[src/rtl/hilo_pkg.sv]
// Shared encodings for the HI/LO multiply/divide unit: op codes, MF select, FSM states.
package hilo_pkg;

  localparam logic [2:0] OP_NOP   = 3'b000;
  localparam logic [2:0] OP_MULT  = 3'b001;
  localparam logic [2:0] OP_MULTU = 3'b010;
  localparam logic [2:0] OP_DIV   = 3'b011;
  localparam logic [2:0] OP_DIVU  = 3'b100;
  localparam logic [2:0] OP_MTHI  = 3'b101;
  localparam logic [2:0] OP_MTLO  = 3'b110;

  localparam logic [1:0] MF_NONE = 2'b00;
  localparam logic [1:0] MF_HI   = 2'b10;
  localparam logic [1:0] MF_LO   = 2'b11;

  typedef logic [1:0] state_t;
  localparam state_t S_IDLE = 2'd0;
  localparam state_t S_MUL  = 2'd1;
  localparam state_t S_DIV  = 2'd2;
  localparam state_t S_FIX  = 2'd3;

  function automatic logic is_signed_op(input logic [2:0] op);
    return (op == OP_MULT) || (op == OP_DIV);
  endfunction

endpackage

[src/rtl/hilo_muldiv_unit_if.sv]
// EX-stage request / MF read / status bundle between the core and the HI/LO unit.
interface hilo_muldiv_unit_if #(parameter int WIDTH = 32);
  logic             start;
  logic [2:0]       op;
  logic [WIDTH-1:0] src_a;
  logic [WIDTH-1:0] src_b;
  logic [1:0]       mf_sel;
  logic [WIDTH-1:0] out;
  logic             busy;
  logic             done;
  logic             div_by_zero;

  modport master (output start, op, src_a, src_b, mf_sel,
                  input  out, busy, done, div_by_zero);
  modport slave  (input  start, op, src_a, src_b, mf_sel,
                  output out, busy, done, div_by_zero);
endinterface

[src/rtl/hilo_muldiv_unit_seq_divider.sv]
// Unsigned restoring divider: one quotient bit per cycle, done pulses after WIDTH iterations.
module seq_divider #(
  parameter int WIDTH = 32
) (
  input  logic             clk,
  input  logic             reset,
  input  logic             start,
  input  logic [WIDTH-1:0] dividend,
  input  logic [WIDTH-1:0] divisor,
  output logic [WIDTH-1:0] quotient,
  output logic [WIDTH-1:0] remainder,
  output logic             done
);
  localparam int CW = (WIDTH > 1) ? $clog2(WIDTH) : 1;

  logic [WIDTH-1:0] rem_q, rem_d, quo_q, quo_d, dvs_q, dvs_d;
  logic [CW-1:0]    cnt_q, cnt_d;
  logic             run_q, run_d, done_q, done_d;
  logic [WIDTH:0]   shifted;
  logic             ge;

  // The dividend drains out of quo_q from the top as quotient bits fill in from the bottom.
  assign shifted = {rem_q, quo_q[WIDTH-1]};
  assign ge      = shifted >= {1'b0, dvs_q};

  always_comb begin
    rem_d  = rem_q;
    quo_d  = quo_q;
    dvs_d  = dvs_q;
    cnt_d  = cnt_q;
    run_d  = run_q;
    done_d = 1'b0;
    if (start) begin
      rem_d = '0;
      quo_d = dividend;
      dvs_d = divisor;
      cnt_d = '0;
      run_d = 1'b1;
    end else if (run_q) begin
      quo_d = {quo_q[WIDTH-2:0], ge};
      rem_d = ge ? (shifted[WIDTH-1:0] - dvs_q) : shifted[WIDTH-1:0];
      cnt_d = cnt_q + CW'(1);
      if (cnt_q == CW'(WIDTH-1)) begin
        run_d  = 1'b0;
        done_d = 1'b1;
      end
    end
  end

  always_ff @(posedge clk) begin
    if (reset) begin
      rem_q  <= '0;
      quo_q  <= '0;
      dvs_q  <= '0;
      cnt_q  <= '0;
      run_q  <= 1'b0;
      done_q <= 1'b0;
    end else begin
      rem_q  <= rem_d;
      quo_q  <= quo_d;
      dvs_q  <= dvs_d;
      cnt_q  <= cnt_d;
      run_q  <= run_d;
      done_q <= done_d;
    end
  end

  assign quotient  = quo_q;
  assign remainder = rem_q;
  assign done      = done_q;
endmodule

[src/rtl/hilo_muldiv_unit.sv]
// HI/LO multiply/divide unit: fixed-latency multiply, iterative divide with sign fix-up, MTHI/MTLO.
module hilo_muldiv_unit
  import hilo_pkg::*;
#(
  parameter int WIDTH      = 32,
  parameter int MUL_CYCLES = 4
) (
  input logic clk,
  input logic reset,
  hilo_muldiv_unit_if.slave bus
);
  localparam int MAXC  = (WIDTH > MUL_CYCLES) ? WIDTH : MUL_CYCLES;
  localparam int CNT_W = $clog2(MAXC + 1);

  state_t           state_q, state_d;
  logic [CNT_W-1:0] cnt_q, cnt_d;
  logic [WIDTH-1:0] hi_q, hi_d, lo_q, lo_d, a_q, a_d, b_q, b_d;
  logic             sgn_q, sgn_d, done_q, done_d, dbz_q, dbz_d;

  logic             sgn_in, dv_start, dv_done;
  logic [WIDTH-1:0] dvd_mag, dvs_mag, dv_quo, dv_rem, q_fix, r_fix;
  logic [2*WIDTH-1:0] a_ext, b_ext, prod;

  assign sgn_in   = is_signed_op(bus.op);
  assign dvd_mag  = (sgn_in && bus.src_a[WIDTH-1]) ? -bus.src_a : bus.src_a;
  assign dvs_mag  = (sgn_in && bus.src_b[WIDTH-1]) ? -bus.src_b : bus.src_b;
  assign dv_start = (state_q == S_IDLE) && bus.start &&
                    (bus.op == OP_DIV || bus.op == OP_DIVU);

  seq_divider #(.WIDTH(WIDTH)) u_div (
    .clk       (clk),
    .reset     (reset),
    .start     (dv_start),
    .dividend  (dvd_mag),
    .divisor   (dvs_mag),
    .quotient  (dv_quo),
    .remainder (dv_rem),
    .done      (dv_done)
  );

  // Extending to 2*WIDTH first makes one modular multiply serve both signed and unsigned.
  assign a_ext = sgn_q ? {{WIDTH{a_q[WIDTH-1]}}, a_q} : {{WIDTH{1'b0}}, a_q};
  assign b_ext = sgn_q ? {{WIDTH{b_q[WIDTH-1]}}, b_q} : {{WIDTH{1'b0}}, b_q};
  assign prod  = a_ext * b_ext;

  // Most-negative / -1 falls out naturally: negating 2^(WIDTH-1) wraps to itself.
  assign q_fix = (sgn_q && (a_q[WIDTH-1] ^ b_q[WIDTH-1])) ? -dv_quo : dv_quo;
  assign r_fix = (sgn_q && a_q[WIDTH-1]) ? -dv_rem : dv_rem;

  always_comb begin
    state_d = state_q;
    cnt_d   = cnt_q;
    hi_d    = hi_q;
    lo_d    = lo_q;
    a_d     = a_q;
    b_d     = b_q;
    sgn_d   = sgn_q;
    done_d  = 1'b0;
    dbz_d   = 1'b0;
    case (state_q)
      S_IDLE: if (bus.start) begin
        case (bus.op)
          OP_MULT, OP_MULTU, OP_DIV, OP_DIVU: begin
            state_d = (bus.op == OP_MULT || bus.op == OP_MULTU) ? S_MUL : S_DIV;
            cnt_d   = CNT_W'(1);
            a_d     = bus.src_a;
            b_d     = bus.src_b;
            sgn_d   = sgn_in;
          end
          OP_MTHI: hi_d = bus.src_a;
          OP_MTLO: lo_d = bus.src_a;
          OP_NOP:  ;
          default: ;
        endcase
      end
      S_MUL: begin
        if (cnt_q == CNT_W'(MUL_CYCLES)) begin
          {hi_d, lo_d} = prod;
          done_d       = 1'b1;
          state_d      = S_IDLE;
        end else begin
          cnt_d = cnt_q + CNT_W'(1);
        end
      end
      S_DIV: begin
        if (cnt_q == CNT_W'(WIDTH)) state_d = S_FIX;
        else                         cnt_d   = cnt_q + CNT_W'(1);
      end
      S_FIX: if (dv_done) begin
        state_d = S_IDLE;
        done_d  = 1'b1;
        if (b_q == '0) begin
          hi_d  = a_q;
          lo_d  = '1;
          dbz_d = 1'b1;
        end else begin
          hi_d = r_fix;
          lo_d = q_fix;
        end
      end
      default: state_d = S_IDLE;
    endcase
  end

  always_ff @(posedge clk) begin
    if (reset) begin
      state_q <= S_IDLE;
      cnt_q   <= '0;
      hi_q    <= '0;
      lo_q    <= '0;
      a_q     <= '0;
      b_q     <= '0;
      sgn_q   <= 1'b0;
      done_q  <= 1'b0;
      dbz_q   <= 1'b0;
    end else begin
      state_q <= state_d;
      cnt_q   <= cnt_d;
      hi_q    <= hi_d;
      lo_q    <= lo_d;
      a_q     <= a_d;
      b_q     <= b_d;
      sgn_q   <= sgn_d;
      done_q  <= done_d;
      dbz_q   <= dbz_d;
    end
  end

  always_comb begin
    case (bus.mf_sel)
      MF_NONE: bus.out = '0;
      MF_HI:   bus.out = hi_q;
      MF_LO:   bus.out = lo_q;
      default: bus.out = '0;
    endcase
  end

  assign bus.busy        = (state_q != S_IDLE);
  assign bus.done        = done_q;
  assign bus.div_by_zero = dbz_q;
endmodule

[src/flat_wrapper.sv]
// flat-port wrapper written by rule: the top's interface ports become plain ports
module hilo_muldiv_unit_flat import hilo_pkg::*;
#(
  parameter int WIDTH      = 32,
  parameter int MUL_CYCLES = 4
)
  (clk, reset, bus_start, bus_op, bus_src_a, bus_src_b, bus_mf_sel, bus_out, bus_busy, bus_done, bus_div_by_zero);
  hilo_muldiv_unit_if #(.WIDTH(WIDTH)) bus_i ();
  input logic clk;
  input logic reset;
  input wire logic [$bits(bus_i.start)-1:0] bus_start;
  input wire logic [$bits(bus_i.op)-1:0] bus_op;
  input wire logic [$bits(bus_i.src_a)-1:0] bus_src_a;
  input wire logic [$bits(bus_i.src_b)-1:0] bus_src_b;
  input wire logic [$bits(bus_i.mf_sel)-1:0] bus_mf_sel;
  output wire logic [$bits(bus_i.out)-1:0] bus_out;
  output wire logic [$bits(bus_i.busy)-1:0] bus_busy;
  output wire logic [$bits(bus_i.done)-1:0] bus_done;
  output wire logic [$bits(bus_i.div_by_zero)-1:0] bus_div_by_zero;
  assign bus_i.start = bus_start;
  assign bus_i.op = bus_op;
  assign bus_i.src_a = bus_src_a;
  assign bus_i.src_b = bus_src_b;
  assign bus_i.mf_sel = bus_mf_sel;
  assign bus_out = bus_i.out;
  assign bus_busy = bus_i.busy;
  assign bus_done = bus_i.done;
  assign bus_div_by_zero = bus_i.div_by_zero;
  hilo_muldiv_unit #(.WIDTH(WIDTH), .MUL_CYCLES(MUL_CYCLES)) u_core (.clk(clk), .reset(reset), .bus(bus_i));
endmodule
[config.mk]
export PLATFORM = sky130hd
export DESIGN_NAME = hilo_muldiv_unit_flat
export DESIGN_NICKNAME = d
export VERILOG_FILES = /design/src/rtl/hilo_pkg.sv /design/src/rtl/hilo_muldiv_unit_if.sv /design/src/rtl/hilo_muldiv_unit_seq_divider.sv /design/src/rtl/hilo_muldiv_unit.sv /design/src/flat_wrapper.sv
export SDC_FILE = /design/constraint.sdc
export NUM_CORES = 2
export LEC_CHECK = 0
export ABC_AREA = 1
export ABC_CLOCK_PERIOD_IN_PS = 9120
export CAP_MARGIN = 20
export CORE_MARGIN = 1.5
export CORE_UTILIZATION = 34
export CTS_CLUSTER_DIAMETER = 60
export CTS_CLUSTER_SIZE = 20
export DETAILED_ROUTE_END_ITERATION = 10
export GPL_TIMING_DRIVEN = 0
export SETUP_SLACK_MARGIN = 0.2
export SLEW_MARGIN = 20
export SYNTH_ARGS = -nofsm -noshare
export SYNTH_HDL_FRONTEND = slang
export SYNTH_SLANG_ARGS = --single-unit
export TNS_END_PERCENT = 1
[constraint.sdc]
create_clock -name clk -period 9.12 [get_ports clk]
set_clock_uncertainty 0.05 [all_clocks]
set_input_delay 1.368 -clock clk [delete_from_list [all_inputs] [get_ports clk]]
set_output_delay 1.368 -clock clk [all_outputs]
set_load 0.01 [all_outputs]
# Yosys cells after proc, flatten, opt, wreduce, memory -nomap -nowiden
# Index checks and enable logic that the tools add are counted.
[totals]
regBits = 242
out_inout_bits = 35
word_cells = 117
[classes]
add_sub_neg = 7
n_mul = 1
magnitude_cmp = 1
n_eq_ne = 23
n_mux = 42
bitwise_logic = 4
reduce_logical = 24
[ops]
columns = ["cell", "count"]
rows = [
  ["32-bit 2-to-1 mux", 17],
  ["32-bit case mux with 3 select lines", 2],
  ["64-bit 2-to-1 mux", 2],
  ["32-bit negator", 4],
  ["64-bit by 64-bit multiplier with 64-bit output", 1],
  ["32-bit case mux with 2 select lines", 1],
  ["33-bit by 32-bit >= comparator with 1-bit output", 1],
  ["32-bit logical NOT", 1],
  ["32-bit subtractor", 1],
  ["6-bit 2-to-1 mux", 4],
  ["5-bit AND reduction", 4],
  ["6-bit case mux with 3 select lines", 1],
  ["2-bit != test (second input constant)", 7],
  ["2-bit 2-to-1 mux", 6],
  ["3-bit equality test (second input constant)", 3],
  ["2-bit equality test (second input constant)", 4],
  ["2-bit case mux with 4 select lines", 1],
  ["1-bit 2-to-1 mux", 7],
  ["6-bit by 1-bit adder with 6-bit output (second input constant)", 1],
  ["3-bit by 2-bit equality test with 1-bit output (second input constant)", 2],
  ["6-bit by 3-bit equality test with 1-bit output (second input constant)", 1],
  ["6-bit equality test (second input constant)", 1],
  ["1-bit logical AND", 6],
  ["3-bit nonzero test", 2],
  ["15 further kinds", 22],
]

# Logic depth before layout (Yosys ltp)
[depth]
depth_word = 6
depth_mapped = 40
mapped_depth_nobuf = 39

# Cells and area by module
# A second synthesis with hierarchy kept.
[unflattened]
cells_unflattened = 8969
hier_area_um2 = 67094.3
[by_module_without_submodules]
columns = ["mod", "instances", "cells_each", "area_per_inst_um2", "seq_area_each_um2"]
rows = [
  ["hilo_muldiv_unit", 1, 7875, 60224.0, 2782.7],
  ["seq_divider", 1, 1094, 6870.3, 2062.0],
]

# Worst setup path before layout
# No wires, ideal clock.
[synth_path]
path_type = "register to register"
startpoint = "register u_core.a_q[31]"
endpoint = "register u_core.hi_q[31]"
setup_ns = 0.119
t_arrival_ns = 8.698
setup_slack_ns = 0.253
stages_incl_launch_ff = 38
n_path_buf = 5
period_less_slack_ns = 8.867
path_cell_list = "dfxtp_1 > buf_2 > nand2_4 > inv_2 > buf_4 > buf_2 > buf_2 > buf_2 > nand2_1 > fa_1 > inv_1 > fa_1 > fa_1 > inv_1 > fa_1 > inv_1 > fa_1 > fa_1 > (+2 left out) > fa_1 > inv_1 > fa_1 > inv_1 > fa_1 > inv_1 > ha_1 > nand2_1 > nor3_1 > nand2_1 > nor2_1 > inv_1 > nor2_1 > nand2_1 > nand2_1 > nand3_1 > nand3_1 > a21oi_1"
[synth_via]
elab_chain_cells = 5
elab_cells_between_ends = 8
[synth_lines]
columns = ["item", "line_no", "source"]
rows = [
  ["start: declaration", "hilo_muldiv_unit.sv:17", "logic [WIDTH-1:0] hi_q, hi_d, lo_q, lo_d, a_q, a_d, b_q, b_d;"],
  ["start signal: assignment", "hilo_muldiv_unit.sv:111", "a_q <= '0;"],
  ["start signal: assignment", "hilo_muldiv_unit.sv:121", "a_q <= a_d;"],
  ["branches (longest 4 deep; another with 64-bit by 64-bit multiplier with 64-bit output)", "--", ""],
  ["32-bit case mux with 3 select lines *", "hilo_muldiv_unit.sv:60", "case (state_q)"],
  ["end signal: assignment", "hilo_muldiv_unit.sv:119", "hi_q <= hi_d;"],
  ["end: declaration", "hilo_muldiv_unit.sv:17", ""],
]
# Mark *: on every way between the ends. The select of a mux whose other input is x is not followed.
# A chain may end at the register's enable or synchronous reset.

# Worst setup path in the final report
[layout_path]
startpoint = "register u_core.a_q[10]"
endpoint = "register u_core.hi_q[17]"
[layout_via]
elab_chain_cells = 4
[layout_lines]
columns = ["item", "line_no", "source"]
rows = [
  ["64-bit 2-to-1 mux", "hilo_muldiv_unit.sv:42", "assign a_ext = sgn_q ? {{WIDTH{a_q[WIDTH-1]}}, a_q} : {{WIDTH{1'b0}}, a_q};"],
  ["64-bit by 64-bit multiplier with 64-bit output", "hilo_muldiv_unit.sv:44", "assign prod = a_ext * b_ext;"],
  ["32-bit 2-to-1 mux", "hilo_muldiv_unit.sv:77", "if (cnt_q == CNT_W'(MUL_CYCLES)) begin"],
  ["32-bit case mux with 3 select lines", "hilo_muldiv_unit.sv:60", ""],
]
# No other way between the ends. The select of a mux whose other input is x is not followed.

==> metrics.md <==
| Metric | Value |
|---|---|
| All-Layer GR Usage | `about 30%` |
| Clock sink total | `around 240` |
| Max Clk Rate | `108 MHz` |
| Port bufs | `around 100` |
| First-pass GRT wire length | `approximately 420 mm` |
| Hold Path End | `u_core.u_div.cnt_q[4]$_SDFFE_PP0P_` |
| Setup ws final | `-152 ps` |
| Finish-stage setup viols | `26` |
| Boundary Pins | `between 100 and 150` |
| Switching share of total power | `between 60 and 70%` |
| Most frequent cells in the layout | `inv_1 (2562), nand2_1 (1796), fa_1 (1401)` |
| Clock Latency Late Sink | `600 ps` |
| CP required | `9590 ps` |
| Minimum clock period | `~9300 ps` |
| Mapped Cells | `between 8000 and 9000` |
| Vias in the first global route | `roughly 62000` |
| Final Power | `approximately 12 mW` |
| Critical Path Start | `u_core.a_q[10]$_SDFFE_PP0P_` |
| Status | `finished, violations left` |
| Synthesized area per cell | `7.51 um^2` |
| DR WL/cell | `25.0 um` |
| Hold depth | `2` |
| Nets | `10900` |
| Final Cycle Share | `102%` |
| DRT Pass-1 Iters | `7` |
| Initial core utilization | `34.2%` |
| MaxCap Viol Count | `0` |
| RSZ-0062 raised after global routing | `yes` |
| Routed WL | `~290 mm` |
| Worst setup SP type | `flop` |
| Leakage | `around 40 nW` |
| Hold Vio Cnt, Final | `0` |
| Cell area after placement | `70700 um^2` |
| Setup crit end kind | `flop` |
| Worst r2r src | `u_core.a_q[10]$_SDFFE_PP0P_` |
| Row Count | `approximately 160` |
| YS warnings | `0` |
| CTS Buffer Depth | `3` |
| Vias | `between 50000 and 60000` |
| Cell area after layout | `between 70000 and 80000 um^2` |
| Post-synthesis instance area | `between 60000 and 70000 um^2` |
| Via/cell ratio | `5.15` |
| CP max stage cell | `fa_2` |
| Reg clk slew, reported paths | `around 90 ps` |
| Post-synth top area cell | `fa_1` |
| Die Ht | `~450 um` |
| Sw Pwr | `between 7 and 8 mW` |
| Sequential area share after synthesis | `under 10%` |
| CP Class | `reg2reg` |
| PwrDens | `167 nW/um^2` |
| DRC viols | `0` |
| WHS | `~430 ps` |
| Die ar. | `~200000 um^2` |
| Layout area overhead | `10.9%` |
| M2 GR Usage | `between 40% and 50%` |
| M1 GR Usage | `between 30% and 40%` |
| Gate power share | `78.5%` |
| # hold bufs at CTS | `0` |
| VDD IR-drop max | `around 0.25 mV` |
| Total gr overflow | `0` |
| HPWL after detailed placement | `~250 mm` |
| Slew Viols, Final | `0` |
| Antenna-violating nets left | `0` |
| Failing checks | `negative setup slack` |
| Root Driver | `clkbuf_16` |
| Yosys reg bits | `~240` |
| Worst slew pin tran | `1110 ps` |
| Max incr delay on CP | `between 600 and 700 ps` |
| Leading cell type in the layout, fill and taps excluded | `inv_1` |
| Top delay family on crit path | `adder cells` |
| Area contributors post-synth | `fa_1 (43%), inv_1 (15%), nand2_1 (10%)` |
| Clk pwr share | `around a tenth` |
| Core area | `a little under 200000 um^2` |
| Flop pwr share | `roughly an eighth` |
| Met3 usage | `~6.7%` |
| CTS H-tree depth | `1` |
| Chip width | `~450 um` |
| Synth Net Count | `~11000` |
| Initial antenna violation count | `14` |
| Cells on worst reg2reg path | `30` |
| Max FO, Critical Path | `8` |
| Top cell type's share of synthesized area | `a little over two fifths` |
| Hold WC Path Type | `reg2reg` |
| Fillers | `about 20000` |
| FF-to-FF End | `u_core.hi_q[17]$_SDFFE_PP0P_` |
| R2r setup slk | `-150 ps` |
| Grt peak-use layer | `met2` |
| Crit path DAT | `just under 10000 ps` |
| GPL Wtd Cong | `between 1 and 1.5` |
| Largest net degree at the start of global routing | `33` |
| Share of cells above drive strength 1 | `7.10%` |
| Worst min-delay path startpoint | `u_core.u_div.cnt_q[4]$_SDFFE_PP0P_` |
| Relative slew slack | `25.9%` |
| Netlist cell types | `58` |
| Internal | `4.85 mW` |
| CTS tree | `done` |
| CTS Buf Count | `26` |
| Initial drt markers | `roughly 6300` |
| Critical path buffers and inverters | `10` |
[tightest hold or removal path, stage by stage, from the launching register on]
cell,delay [ps]
dfxtp_1,320
nand2_1,60
a21oi_1,50
[metal layers]
layer	vias to the layer above	routed length (um)
met5	-	64
met2	3155	129000
met1	29800	112000
met3	686	30000
met4	10	19200
li1	26100	-
[repair_timing]
| action | 4_1_cts | 5_1_grt |
|---|---|---|
| resized for setup | 475 | 129 |
| pin swaps | 45 | 37 |
| setup buffers | 34 | 23 |
| endpoints found under the setup margin | 49 | 44 |
[flip-flops by register name (all words and copies together) (netlist names)]
register,flops
u_core.cnt_q,6
u_core.u_div.quotient,32
u_core.u_div.cnt_q,5
u_core.b_q,32
u_core.u_div.done,1
u_core.lo_q,32
u_core.u_div.remainder,32
u_core.hi_q,32
u_core.bus.done,1
u_core.state_q,2
u_core.u_div.dvs_q,32
u_core.u_div.run_q,1
u_core.a_q,32
u_core.sgn_q,1
u_core.bus.div_by_zero,1
[metrics by stage]
step                      std cells  worst slack [ps]  util [%]  TNS [ps]
after detailed placement      11500             -3040      36.4    -71050
after global placement        11500             -2980      36.3    -71960
after floorplan                8853               253         -         0
after CTS                     11600              -117      37.6     -1140
final                         11600              -152      37.9     -1610
after global routing          11600              -384      37.9     -9280
[cell type report]
class                   instances  area (um^2)  share of cell area [%]
clock inverters                20          263                   0.356
flip-flops and latches        242         4850                    6.58
repair buffers                164         1550                    2.11
well taps                    2542         3180                    4.31
plain buffers                 399         2190                    2.97
clock buffers                  28          689                   0.935
inverters                    2604         9790                    13.3
diodes                         14         35.0                  0.0475
multi-input cells            5608        51200                    69.4
[worst max path at each step]
| stage | to | cells after the start |
|---|---|---|
| global route | u_core.hi_q[31]$_SDFFE_PP0P_ | 36 |
| finish | u_core.hi_q[17]$_SDFFE_PP0P_ | 30 |
| CTS | u_core.hi_q[29]$_SDFFE_PP0P_ | 34 |
| detailed placement | u_core.hi_q[29]$_SDFFE_PP0P_ | 32 |
| floorplan | u_core.hi_q[31]$_SDFFE_PP0P_ | 37 |
| global placement | u_core.hi_q[29]$_SDFFE_PP0P_ | 32 |
[power by group through the flow]
stage / clock network (mW) / logic, mW / registers (mW)
floorplan: 0 / 5.70 / 1.39
global placement: 0 / 9.09 / 1.45
detailed placement: 0 / 9.07 / 1.45
CTS: 1.21 / 9.38 / 1.43
global route: 1.25 / 10.4 / 1.45
finish: 1.20 / 9.65 / 1.44
[Yosys cell counts (all sizes together)]
| cell type | n |
|---|---|
| a21o | 18 |
| nand3b | 14 |
| dfxtp | 242 |
| a211oi | 10 |
| o21ai | 407 |
| o41ai | 2 |
| o211ai | 22 |
| xnor2 | 24 |
| and2 | 2 |
| clkbuf | 335 |
| o22ai | 2 |
| and3 | 5 |
| buf | 64 |
| o2111ai | 3 |
| inv | 2600 |
| xor2 | 74 |
| nand4 | 44 |
| o221ai | 3 |
| a221oi | 5 |
| a21oi | 419 |
| o21bai | 12 |
| nor3 | 46 |
| a41oi | 4 |
| nor2 | 443 |
| or3 | 1 |
| ha | 353 |
| fa | 1420 |
| a31oi | 27 |
| clkinv | 4 |
| nor3b | 3 |
| nand2 | 1827 |
| a21boi | 12 |
| nand3 | 345 |
| o21a | 7 |
| a31o | 1 |
| or2 | 29 |
| a22oi | 2 |
| o31ai | 8 |
| nor4 | 14 |
[kinds of logic after synthesis]
kind of cell	count (synthesis)	share of synthesized area (%)
adders and majority gates	1773	49.4
buffers and inverters	3003	17.1
AOI/OAI and AO/OA	964	7.88
xor gates and xnor gates	98	1.29
DFF	242	7.29
and+or+nand+nor	2773	17.0
No activity file was read; power rests on OpenSTA's default activity.
==> patch (same settings) <==
`MUL_CYCLES` is set to 4 in 2 places; all go to 2.
--- a/src/rtl/hilo_muldiv_unit.sv
+++ b/src/rtl/hilo_muldiv_unit.sv
@@ -3,7 +3,7 @@
   import hilo_pkg::*;
 #(
   parameter int WIDTH      = 32,
-  parameter int MUL_CYCLES = 4
+  parameter int MUL_CYCLES = 2
 ) (
   input logic clk,
   input logic reset,
--- a/src/flat_wrapper.sv
+++ b/src/flat_wrapper.sv
@@ -2,7 +2,7 @@
 module hilo_muldiv_unit_flat import hilo_pkg::*;
 #(
   parameter int WIDTH      = 32,
-  parameter int MUL_CYCLES = 4
+  parameter int MUL_CYCLES = 2
 )
   (clk, reset, bus_start, bus_op, bus_src_a, bus_src_b, bus_mf_sel, bus_out, bus_busy, bus_done, bus_div_by_zero);
   hilo_muldiv_unit_if #(.WIDTH(WIDTH)) bus_i ();
Check against the original RTL: not settled (the Yosys comparison gave no result); the edit may change what the design does.
==> patch against the unedited design <==
- total power is 13% lower
- synthesized area shrank 0.38%
- worst setup slack gained 0.22 ns
- routed wire length increased by 2.9%
- final area rose by 0.33%
- sequential cell count unchanged
- largest cell class unchanged
==> patch: results (changes against the unedited design) <==
Run status
  • Run status: finished, final reports clean

Finish
  • Share of final-layout standard cells stronger than drive strength 1: 8.14% (+1.0 points)
  • Fillers: 20,287 (-0.88%)
  • Post-layout net count: 10,810 (-0.73%)

Detailed routing
  • Final wirelength: 299,000 um (+2.9%)
  • Metal-1 WL: 118,000 um (+5.4%)
  • Total via count in the routed design: 59,040 (-1.3%)
  • 1st-iter DRT viols: 5,997 (-4.5%)
  • DRT Pass-1 Iters: 6 (-1)
  • WL met2: 133,000 um (+3.0%)

Synth
  • Top cells by instance count after synthesis: inv_1 (2,559), nand2_1 (1,775), fa_1 (1,420)
  • Synth cell types: 57 (-1.7%)
  • Number of cells produced by synthesis: 8,760 (-1.1%)

Place
  • Gp weighted congestion: 1.03 (-2.5%)
  • Placed instance area: 0.0705 mm2 (-0.31%)
  • Dpl hpwl: 255,000 um (+2.1%)
  • Cell Count Post-Placement: 11,396 (-0.91%)

Critical path
  • Critical path data arrival time: 9.50 ns (-0.24 ns)
  • CP Max Fanout: 10 (+2)
  • Critical path's slowest cell: fa_1
  • Delay contributed by the slowest stage of the critical path: 0.57 ns (-0.10 ns)
  • Setup slack on the worst flop-to-flop path: 0.07 ns (+0.22 ns)

STA
  • Headroom to the max-slew limit: 17.8% (-8.1 points)
  • Period minus WS final: 9.05 ns (-0.219 ns)
  • Final hold slack: 0.427 ns (-0.00319 ns)

Global route
  • Initial antenna violation count: 10 (-4)
  • Vias in the first global route: 61,002 (-1.9%)
  • First-pass GRT wire length: 431,000 um (+1.7%)

Pwr
  • IR drop worst, VDD: 299 uV (+18%)
  • Total leakage power: 41.0 nW (-0.51%)

Clock network
  • Clock buffer count from CTS: 24 (-7.7%)
[patch: cell count changes after synthesis, moves of 8 or more]
cell / before / now
nand2_1: 1817 / 1775
nand3_1: 342 / 300
o21ai_1: 51 / 21
inv_1: 2579 / 2559
o21ai_0: 348 / 368
a21oi_1: 411 / 429
nor3_1: 42 / 32
xor2_1: 74 / 84
inv_2: 21 / 12
nand3b_1: 14 / 22
nor4_1: 11 / 19
[patch: final cells by class]
class / count / area (um2) / share of cell area, %
inverter: 2577 / 9700 / 13.1
clock buffer: 27 / 633 / 0.856
sequential: 242 / 4850 / 6.56
clock inverter: 16 / 230 / 0.311
multi-input combinational: 5541 / 51300 / 69.3
timing repair buffer: 178 / 1680 / 2.27
antenna: 7 / 17.5 / 0.0237
tap: 2526 / 3160 / 4.27
buffer: 400 / 2430 / 3.28
[patch: final timing paths]
check                                                   startpoint  cells past startpoint                                  to
worst max-delay path                   u_core.a_q[18]$_SDFFE_PP0P_                     29        u_core.lo_q[28]$_SDFFE_PP0P_
worst min-delay path            u_core.u_div.dvs_q[2]$_SDFFE_PP0P_                      2  u_core.u_div.dvs_q[2]$_SDFFE_PP0P_
worst max register to register         u_core.a_q[18]$_SDFFE_PP0P_                     29        u_core.lo_q[28]$_SDFFE_PP0P_
worst min register to register  u_core.u_div.dvs_q[2]$_SDFFE_PP0P_                      2  u_core.u_div.dvs_q[2]$_SDFFE_PP0P_
[patch: power by group]
group / leakage (nW) / internal, mW / switching (mW) / total [mW]
Clock: 0.414 / 0.544 / 0.582 / 1.13
Combinational: 38.6 / 2.59 / 5.55 / 8.14
Sequential: 1.98 / 1.24 / 0.136 / 1.38
[patch: timing repair]
action / 4_1_cts / 5_1_grt
pin swaps: 46 / 99
resized for setup: 489 / 343
setup buffers: 37 / 31
gates cloned: 0 / 0
endpoints found under the setup margin: 50 / 49
hold endpoints to repair: 0 / 0
[patch: worst max-delay path, delay by kind of cell (launching register included)]
family | cells | cell delay [ns]
AOI/OAI and AO/OA | 3 | 1.17
buffers and inverters | 8 | 1.14
and+or+nand+nor | 7 | 1.17
adders and majority gates | 11 | 5.06
DFF | 1 | 0.33
[patch: metal layers]
metal / track usage (%) / vias to the layer above
met3: 6.54 / 620
met5: 0 / -
li1: - / 25835
met4: 14.9 / 12
met2: 48.0 / 2853
met1: 39.5 / 29720
[patch: cell families after synthesis]
family | after synthesis | share of synthesized area (%)
adders and majority gates | 1774 | 49.6
and+or+nand+nor | 2688 | 16.6
buffers and inverters | 2977 | 17.1
DFF | 242 | 7.32
xor gates and xnor gates | 115 | 1.52
AOI/OAI and AO/OA | 964 | 7.89
